[src/rtl/fast_square_pkg.sv]
// Shared types and defaults for the fast-square sweep sequencer.
// State encoding is visible on state_out for debug.
package fast_square_pkg;

  typedef enum logic [2:0] {
    S_IDLE     = 3'd0,
    S_RXRST    = 3'd1,
    S_SETTLE   = 3'd2,
    S_RECORD   = 3'd3,
    S_NEXT     = 3'd4,
    S_STEP     = 3'd5,
    S_WAITSYNC = 3'd6
  } fs_state_e;

  localparam int DEF_RECORD_TICKS     = 35000;
  localparam int DEF_SETTLE_TICKS     = 256;
  localparam int DEF_STEP_PULSE_TICKS = 4;

  localparam logic [6:0] DEF_ADDR_CFG = 7'd66;

endpackage

[src/rtl/fast_square_sweep_ctrl_if.sv]
// Settings bus into the sweep sequencer.
// The host drives it, the sequencer listens.
interface fast_square_sweep_ctrl_if;

  logic        serial_strobe;
  logic [6:0]  serial_addr;
  logic [31:0] serial_data;

  modport master (
    output serial_strobe,
    output serial_addr,
    output serial_data
  );

  modport slave (
    input serial_strobe,
    input serial_addr,
    input serial_data
  );

endinterface

[src/rtl/fs_tick_timer.sv]
// Loadable down-counter with zero flag; a load of 0 is
// treated as 1 so every window lasts at least one cycle.
module fs_tick_timer #(
  parameter int CNT_W = 16
) (
  input  logic             clk,
  input  logic             rst,
  input  logic             load,
  input  logic [CNT_W-1:0] ticks,
  output logic             zero
);

  logic [CNT_W-1:0] cnt_q, cnt_d;

  always_comb begin
    cnt_d = cnt_q;
    if (load) begin
      cnt_d = (ticks == '0) ? '0 : ticks - CNT_W'(1);
    end else if (cnt_q != '0) begin
      cnt_d = cnt_q - CNT_W'(1);
    end
  end

  always_ff @(posedge clk) begin
    if (rst) cnt_q <= '0;
    else     cnt_q <= cnt_d;
  end

  assign zero = (cnt_q == '0);

endmodule

[src/rtl/setting_reg.sv]
// Settings-bus register: latches the data word on a
// strobed write to its own address.
module setting_reg #(
  parameter logic [6:0]       MY_ADDR  = 7'd0,
  parameter int               WIDTH    = 32,
  parameter logic [WIDTH-1:0] AT_RESET = '0
) (
  input  logic             clock,
  input  logic             reset,
  input  logic             strobe,
  input  logic [6:0]       addr,
  input  logic [31:0]      in,
  output logic [WIDTH-1:0] out,
  output logic             changed
);

  logic [WIDTH-1:0] out_q, out_d;
  logic             changed_q, changed_d;
  logic             hit;

  assign hit = strobe && (addr == MY_ADDR);

  always_comb begin
    out_d     = out_q;
    changed_d = hit;
    if (hit) out_d = in[WIDTH-1:0];
  end

  always_ff @(posedge clock) begin
    if (reset) begin
      out_q     <= AT_RESET;
      changed_q <= 1'b0;
    end else begin
      out_q     <= out_d;
      changed_q <= changed_d;
    end
  end

  assign out     = out_q;
  assign changed = changed_q;

endmodule

[src/rtl/fast_square_sweep_ctrl.sv]
// Frequency sweep sequencer: step pulse, settle, record gate per step.
// FAST_SQUARE_SERIAL_CFG_EN makes settle/record ticks serial-programmable.
import fast_square_pkg::*;

module fast_square_sweep_ctrl #(
  parameter int         NUM_FREQ_STEPS   = 32,
  parameter int         STEP_W           = 8,
  parameter int         NUM_CHAN         = 2,
  parameter int         CNT_W            = 16,
  parameter int         RECORD_TICKS     = DEF_RECORD_TICKS,
  parameter int         SETTLE_TICKS     = DEF_SETTLE_TICKS,
  parameter int         STEP_PULSE_TICKS = DEF_STEP_PULSE_TICKS,
  parameter logic [6:0] ADDR_CFG         = DEF_ADDR_CFG
) (
  input  logic                 clock,
  input  logic                 reset,
  input  logic                 enable,
  input  logic                 freq_step_reset_in,
  input  logic [NUM_CHAN-1:0]  chan_mask,
  fast_square_sweep_ctrl_if.slave cfg,
  output logic                 freq_step_out,
  output logic [STEP_W-1:0]    freq_step_idx,
  output logic                 rx_reset,
  output logic                 rx_next,
  output logic [NUM_CHAN-1:0]  rx_record,
  output logic                 sweep_done,
  output logic [2:0]           state_out
);

  localparam logic [STEP_W-1:0] LAST_IDX = STEP_W'(NUM_FREQ_STEPS - 1);

  logic [CNT_W-1:0] record_ticks, settle_ticks;

`ifdef FAST_SQUARE_SERIAL_CFG_EN
  logic [31:0] cfg_word;
  logic        cfg_changed_unused;

  setting_reg #(
    .MY_ADDR  (ADDR_CFG),
    .WIDTH    (32),
    .AT_RESET ({16'(SETTLE_TICKS), 16'(RECORD_TICKS)})
  ) u_cfg (
    .clock   (clock),
    .reset   (reset),
    .strobe  (cfg.serial_strobe),
    .addr    (cfg.serial_addr),
    .in      (cfg.serial_data),
    .out     (cfg_word),
    .changed (cfg_changed_unused)
  );

  assign record_ticks = CNT_W'(cfg_word[15:0]);
  assign settle_ticks = CNT_W'(cfg_word[31:16]);
`else
  logic unused_cfg;

  assign unused_cfg = ^{cfg.serial_strobe, cfg.serial_addr,
                        cfg.serial_data, ADDR_CFG};
  assign record_ticks = CNT_W'(RECORD_TICKS);
  assign settle_ticks = CNT_W'(SETTLE_TICKS);
`endif

  fs_state_e           state_q, state_d;
  logic                step_out_q, step_out_d;
  logic [STEP_W-1:0]   idx_q, idx_d;
  logic                rx_reset_q, rx_reset_d;
  logic                rx_next_q, rx_next_d;
  logic [NUM_CHAN-1:0] rec_q, rec_d;
  logic                done_q, done_d;

  logic             entering;
  logic             tmr_zero;
  logic [CNT_W-1:0] load_ticks;

  always_comb begin
    state_d = state_q;
    if (!enable) begin
      state_d = S_IDLE;
    end else if (freq_step_reset_in && state_q != S_IDLE) begin
      state_d = S_RXRST;
    end else begin
      unique case (state_q)
        S_IDLE:     state_d = S_RXRST;
        S_RXRST:    state_d = S_SETTLE;
        S_SETTLE:   if (tmr_zero) state_d = S_RECORD;
        S_RECORD:   if (tmr_zero) state_d = S_NEXT;
        S_NEXT:     state_d = (idx_q == LAST_IDX) ? S_WAITSYNC : S_STEP;
        S_STEP:     if (tmr_zero) state_d = S_SETTLE;
        S_WAITSYNC: state_d = S_WAITSYNC;
        default:    state_d = S_IDLE;
      endcase
    end
  end

  assign entering = (state_d != state_q);

  // Tick values are captured here, on window entry.
  always_comb begin
    load_ticks = CNT_W'(STEP_PULSE_TICKS);
    unique case (1'b1)
      state_d == S_SETTLE: load_ticks = settle_ticks;
      state_d == S_RECORD: load_ticks = record_ticks;
      default:             load_ticks = CNT_W'(STEP_PULSE_TICKS);
    endcase
  end

  fs_tick_timer #(
    .CNT_W (CNT_W)
  ) u_tmr (
    .clk   (clock),
    .rst   (reset),
    .load  (entering),
    .ticks (load_ticks),
    .zero  (tmr_zero)
  );

  always_comb begin
    rx_reset_d = (state_d == S_RXRST);
    rx_next_d  = (state_d == S_NEXT);
    done_d     = (state_d == S_NEXT) && (idx_q == LAST_IDX);
    step_out_d = (state_d == S_STEP);
    rec_d      = '0;
    if (state_d == S_RECORD) rec_d = entering ? chan_mask : rec_q;
    idx_d = idx_q;
    if (state_d == S_IDLE || state_d == S_RXRST) begin
      idx_d = '0;
    end else if (state_d == S_STEP && entering) begin
      idx_d = idx_q + STEP_W'(1);
    end
  end

  always_ff @(posedge clock) begin
    if (reset) begin
      state_q    <= S_IDLE;
      step_out_q <= 1'b0;
      idx_q      <= '0;
      rx_reset_q <= 1'b0;
      rx_next_q  <= 1'b0;
      rec_q      <= '0;
      done_q     <= 1'b0;
    end else begin
      state_q    <= state_d;
      step_out_q <= step_out_d;
      idx_q      <= idx_d;
      rx_reset_q <= rx_reset_d;
      rx_next_q  <= rx_next_d;
      rec_q      <= rec_d;
      done_q     <= done_d;
    end
  end

  assign freq_step_out = step_out_q;
  assign freq_step_idx = idx_q;
  assign rx_reset      = rx_reset_q;
  assign rx_next       = rx_next_q;
  assign rx_record     = rec_q;
  assign sweep_done    = done_q;
  assign state_out     = state_q;

endmodule

[src/flat_wrapper.sv]
// flat-port wrapper written by rule: the top's interface ports become plain ports
module fast_square_sweep_ctrl_flat 
#(
  parameter int         NUM_FREQ_STEPS   = 32,
  parameter int         STEP_W           = 8,
  parameter int         NUM_CHAN         = 2,
  parameter int         CNT_W            = 16,
  parameter int         RECORD_TICKS     = DEF_RECORD_TICKS,
  parameter int         SETTLE_TICKS     = DEF_SETTLE_TICKS,
  parameter int         STEP_PULSE_TICKS = DEF_STEP_PULSE_TICKS,
  parameter logic [6:0] ADDR_CFG         = DEF_ADDR_CFG
)
  (clock, reset, enable, freq_step_reset_in, chan_mask, freq_step_out, freq_step_idx, rx_reset, rx_next, rx_record, sweep_done, state_out, cfg_serial_strobe, cfg_serial_addr, cfg_serial_data);
  fast_square_sweep_ctrl_if cfg_i ();
  input  logic clock;
  input  logic reset;
  input  logic enable;
  input  logic freq_step_reset_in;
  input  logic [NUM_CHAN-1:0] chan_mask;
  output logic freq_step_out;
  output logic [STEP_W-1:0] freq_step_idx;
  output logic rx_reset;
  output logic rx_next;
  output logic [NUM_CHAN-1:0] rx_record;
  output logic sweep_done;
  output logic [2:0] state_out;
  input wire logic [$bits(cfg_i.serial_strobe)-1:0] cfg_serial_strobe;
  input wire logic [$bits(cfg_i.serial_addr)-1:0] cfg_serial_addr;
  input wire logic [$bits(cfg_i.serial_data)-1:0] cfg_serial_data;
  assign cfg_i.serial_strobe = cfg_serial_strobe;
  assign cfg_i.serial_addr = cfg_serial_addr;
  assign cfg_i.serial_data = cfg_serial_data;
  fast_square_sweep_ctrl #(.NUM_FREQ_STEPS(NUM_FREQ_STEPS), .STEP_W(STEP_W), .NUM_CHAN(NUM_CHAN), .CNT_W(CNT_W), .RECORD_TICKS(RECORD_TICKS), .SETTLE_TICKS(SETTLE_TICKS), .STEP_PULSE_TICKS(STEP_PULSE_TICKS), .ADDR_CFG(ADDR_CFG)) u_core (.clock(clock), .reset(reset), .enable(enable), .freq_step_reset_in(freq_step_reset_in), .chan_mask(chan_mask), .cfg(cfg_i), .freq_step_out(freq_step_out), .freq_step_idx(freq_step_idx), .rx_reset(rx_reset), .rx_next(rx_next), .rx_record(rx_record), .sweep_done(sweep_done), .state_out(state_out));
endmodule
[config.mk]
export PLATFORM = sky130hd
export DESIGN_NAME = fast_square_sweep_ctrl_flat
export DESIGN_NICKNAME = d
export VERILOG_FILES = /design/src/rtl/fast_square_pkg.sv /design/src/rtl/fast_square_sweep_ctrl_if.sv /design/src/rtl/fs_tick_timer.sv /design/src/rtl/setting_reg.sv /design/src/rtl/fast_square_sweep_ctrl.sv /design/src/flat_wrapper.sv
export SDC_FILE = /design/constraint.sdc
export NUM_CORES = 1
export LEC_CHECK = 0
export ABC_AREA = 1
export BUFFER_PORTS_ARGS = -buffer_cell sky130_fd_sc_hd__buf_2
export CAP_MARGIN = 10
export CORE_MARGIN = 2
export CORE_UTILIZATION = 38
export CTS_CLUSTER_DIAMETER = 30
export DETAILED_ROUTE_END_ITERATION = 6
export PLACE_DENSITY = 0.61
export SLEW_MARGIN = 40
export SYNTH_ARGS = -nofsm -noshare
export SYNTH_HDL_FRONTEND = slang
export SYNTH_SLANG_ARGS = --single-unit
[constraint.sdc]
create_clock -name clock -period 2.8 [get_ports clock]
set_clock_uncertainty 0.1 [all_clocks]
set_input_delay 0.42 -clock clock [delete_from_list [all_inputs] [get_ports clock]]
set_output_delay 0.42 -clock clock [all_outputs]
set_load 0.02 [all_outputs]
==> flow_summary.toml <==
[logic_synthesis]
ys_warn_count = 0
syn_inst = 251
synth.top_cell.area_share = 0.362
ys_seq_area_frac = 0.362
synth_area_per_cell_um2 = 7.27
syn-cell-area_mm2 = 0.00182
ys_ff_latch = 33
synth_area_leader_cell = "dfxtp_1"
ys.flop_type = "dfxtp_1"
syn-num-nets = 299
ys_types = 28
synth_common_cells = "nand2_1, nor2_1, dfxtp_1, nand3_1, inv_1"
synthTopCellsByArea = "dfxtp_1, nand2_1, nor2_1"
synth-edff-count = 0
async_flop_share = 0

[floorplan]
die_area_mm2 = 0.00537
die_x_um = 73.3
rows = 25
core_area_mm2 = 0.00466
initial_core_util = 0.391
die_h_um = 73.3
ioPinCount = 63

[sta]
slew_headroom = 0.651
hold_slack_ps = 257
setup-violations-final = 0
slew_violations = 0
setup_tns_ps = 0
rsz0062_at_grt = "false"
tightest_slew_ps = 521
fmax_ghz = 0.421
post-route-period-util = 0.849
hold_viol_final = 0
period_needed_ps = 2380

[power_and_ir_drop]
pwr-share-seq = 0.328
peakVddDrop_uv = 400
pwr-share-comb = 0.411
p_per_area_mw_per_mm2 = 854
p_int_w = 0.00111
power.leakage_nw = 0.928
fin_total_pwr_w = 0.00180
pwr-share-clk = 0.260
switching_share = 0.385
p_switching_w = 0.000694

[cells_and_area]
post-route-util = 0.453
drive_gt1_frac = 0.193
fin_area_mm2 = 0.00211
diodes = 0
finalNetCount = 327
syn_to_final_growth_pct = 15.7

[critical_path]
worstPathArrival_ps = 2460
endpoint_kind = "flop"
crit_type = "flop to flop"
critPathMaxFanout = 16
worst_setup_path_start_kind = "flop"
required_ps = 2880

[clock_network]
post_cts_buffers = 0
clkSinkCount = 33
cts_buffer_depth = 2
cts_resized = 0
cts_hold_buf = 0
clk_root_buffer_cell = "clkbuf_8"
cts_tree = "built"
insertion_delay_ps = 290
htree_levels = 2
cts_made_buffers = 5
clk_pin_slew_ps = 70

[global_routing]
grt_pass1_vias = 1412
track_usage = 0.154
grt_first_pass_wirelength_mm = 6.29
overflow = 0
antenna_found_initial = 0
grt_max_degree = 17

[detailed_routing]
route.vias.total = 1653
drtAntennaViolNets = 0
wl_mm = 3.79
vias_per_cell = 4.95
drtPass1Iterations = 4
drc_errors = 0
wire_per_inst_um = 11.4
drtIter0Drc = 45

[place]
placed_area_mm2 = 0.00199
place_congestion = 0.861
hpwl_mm = 2.83
port_buffers = 22

[hold_path]
min_path_type = "primary input to flop"

[flow_run]
cap_viol_max_count = 0

[outcome]
status = "completed"
## per-layer routing
| metal | vias to the layer above | global-route usage | routed length [um] |
|---|---|---|---|
| met4 | 0 | 0.0741 | 73 |
| met5 | - | 0 | 0 |
| met1 | 755 | 0.191 | 1810 |
| met3 | 6 | 0.0466 | 175 |
| met2 | 25 | 0.242 | 1730 |
| li1 | 867 | - | - |
## worst max-delay path: stages (launching register included)
cell	delay (ps)
dfxtp_1	400
ha_1	210
nand2_1	90
nor2_2	130
nand3_1	140
o21ai_1	190
nand4_1	130
nand2_2	170
nand2_1	110
nand2_4	150
nand2_8	110
nand2_1	170
nand2_1	70
nand2_1	60
nor2_1	40
## registers in the layout (all words and copies together), names as in the netlist
register / count
u_core.state_out: 3
u_core.rx_record: 2
u_core.u_tmr.cnt_q: 16
u_core.rx_reset: 1
u_core.rx_next: 1
u_core.sweep_done: 1
u_core.freq_step_idx: 8
u_core.freq_step_out: 1
## layout make-up
class | count | area (um^2)
clock buffer | 6 | 82.6
tap | 54 | 67.6
sequential | 33 | 661
multi-input combinational | 197 | 1080
timing repair buffer | 22 | 110
fill | 475 | 2550
inverter | 20 | 76.3
clock inverter | 2 | 37.5
## through the flow
stage | setup slack (ps) | std cells
finish | 423 | 334
detailed placement | 413 | 326
floorplan | 589 | 251
CTS | 395 | 334
global placement | 408 | 326
global route | 127 | 334
## cells in the final DEF, fill, tap and decap left out, types with 3 or more instances in the layout
| cell | instances |
|---|---|
| nor2_1 | 45 |
| nand2_1 | 45 |
| dfxtp_1 | 33 |
| nand3_1 | 25 |
| buf_2 | 22 |
| inv_1 | 18 |
| a21oi_1 | 14 |
| xor2_1 | 10 |
| nand2_2 | 9 |
| xnor2_1 | 9 |
| o21ai_1 | 6 |
| nor3_1 | 6 |
| clkbuf_8 | 6 |
| nor2_4 | 4 |
| nand2_4 | 3 |
| o21ai_0 | 3 |
| o211ai_1 | 3 |
## power groups by stage
stage | clock, W | sequential, W | combinational, W
after floorplan | 0 | 0.000596 | 0.000624
after global placement | 0 | 0.000602 | 0.000740
final | 0.000469 | 0.000592 | 0.000742
after detailed placement | 0 | 0.000602 | 0.000742
after CTS | 0.000486 | 0.000592 | 0.000747
after global routing | 0.000509 | 0.000602 | 0.000825
## path summary, 6_finish.rpt
check / start / endpoint / slack (ps) / cells past startpoint
worst max register to register: u_core.freq_step_idx[0] / u_core.u_tmr.cnt_q[5] / 420 / 14
worst min register to register: u_core.freq_step_idx[3] / u_core.freq_step_idx[3] / 400 / 2
worst max-delay path: u_core.freq_step_idx[0] / u_core.u_tmr.cnt_q[5] / 420 / 14
worst min-delay path: chan_mask[0] / u_core.rx_record[0] / 260 / 3
## cells by family after synthesis
logic type                 share of synthesized area
DFF                                            0.362
adders and majority gates                     0.0137
xor gates and xnor gates                      0.0912
and+or+nand+nor                                0.400
buffers and inverters                         0.0480
AOI/OAI and AO/OA                             0.0850
Power figures use the tool's default switching activity.
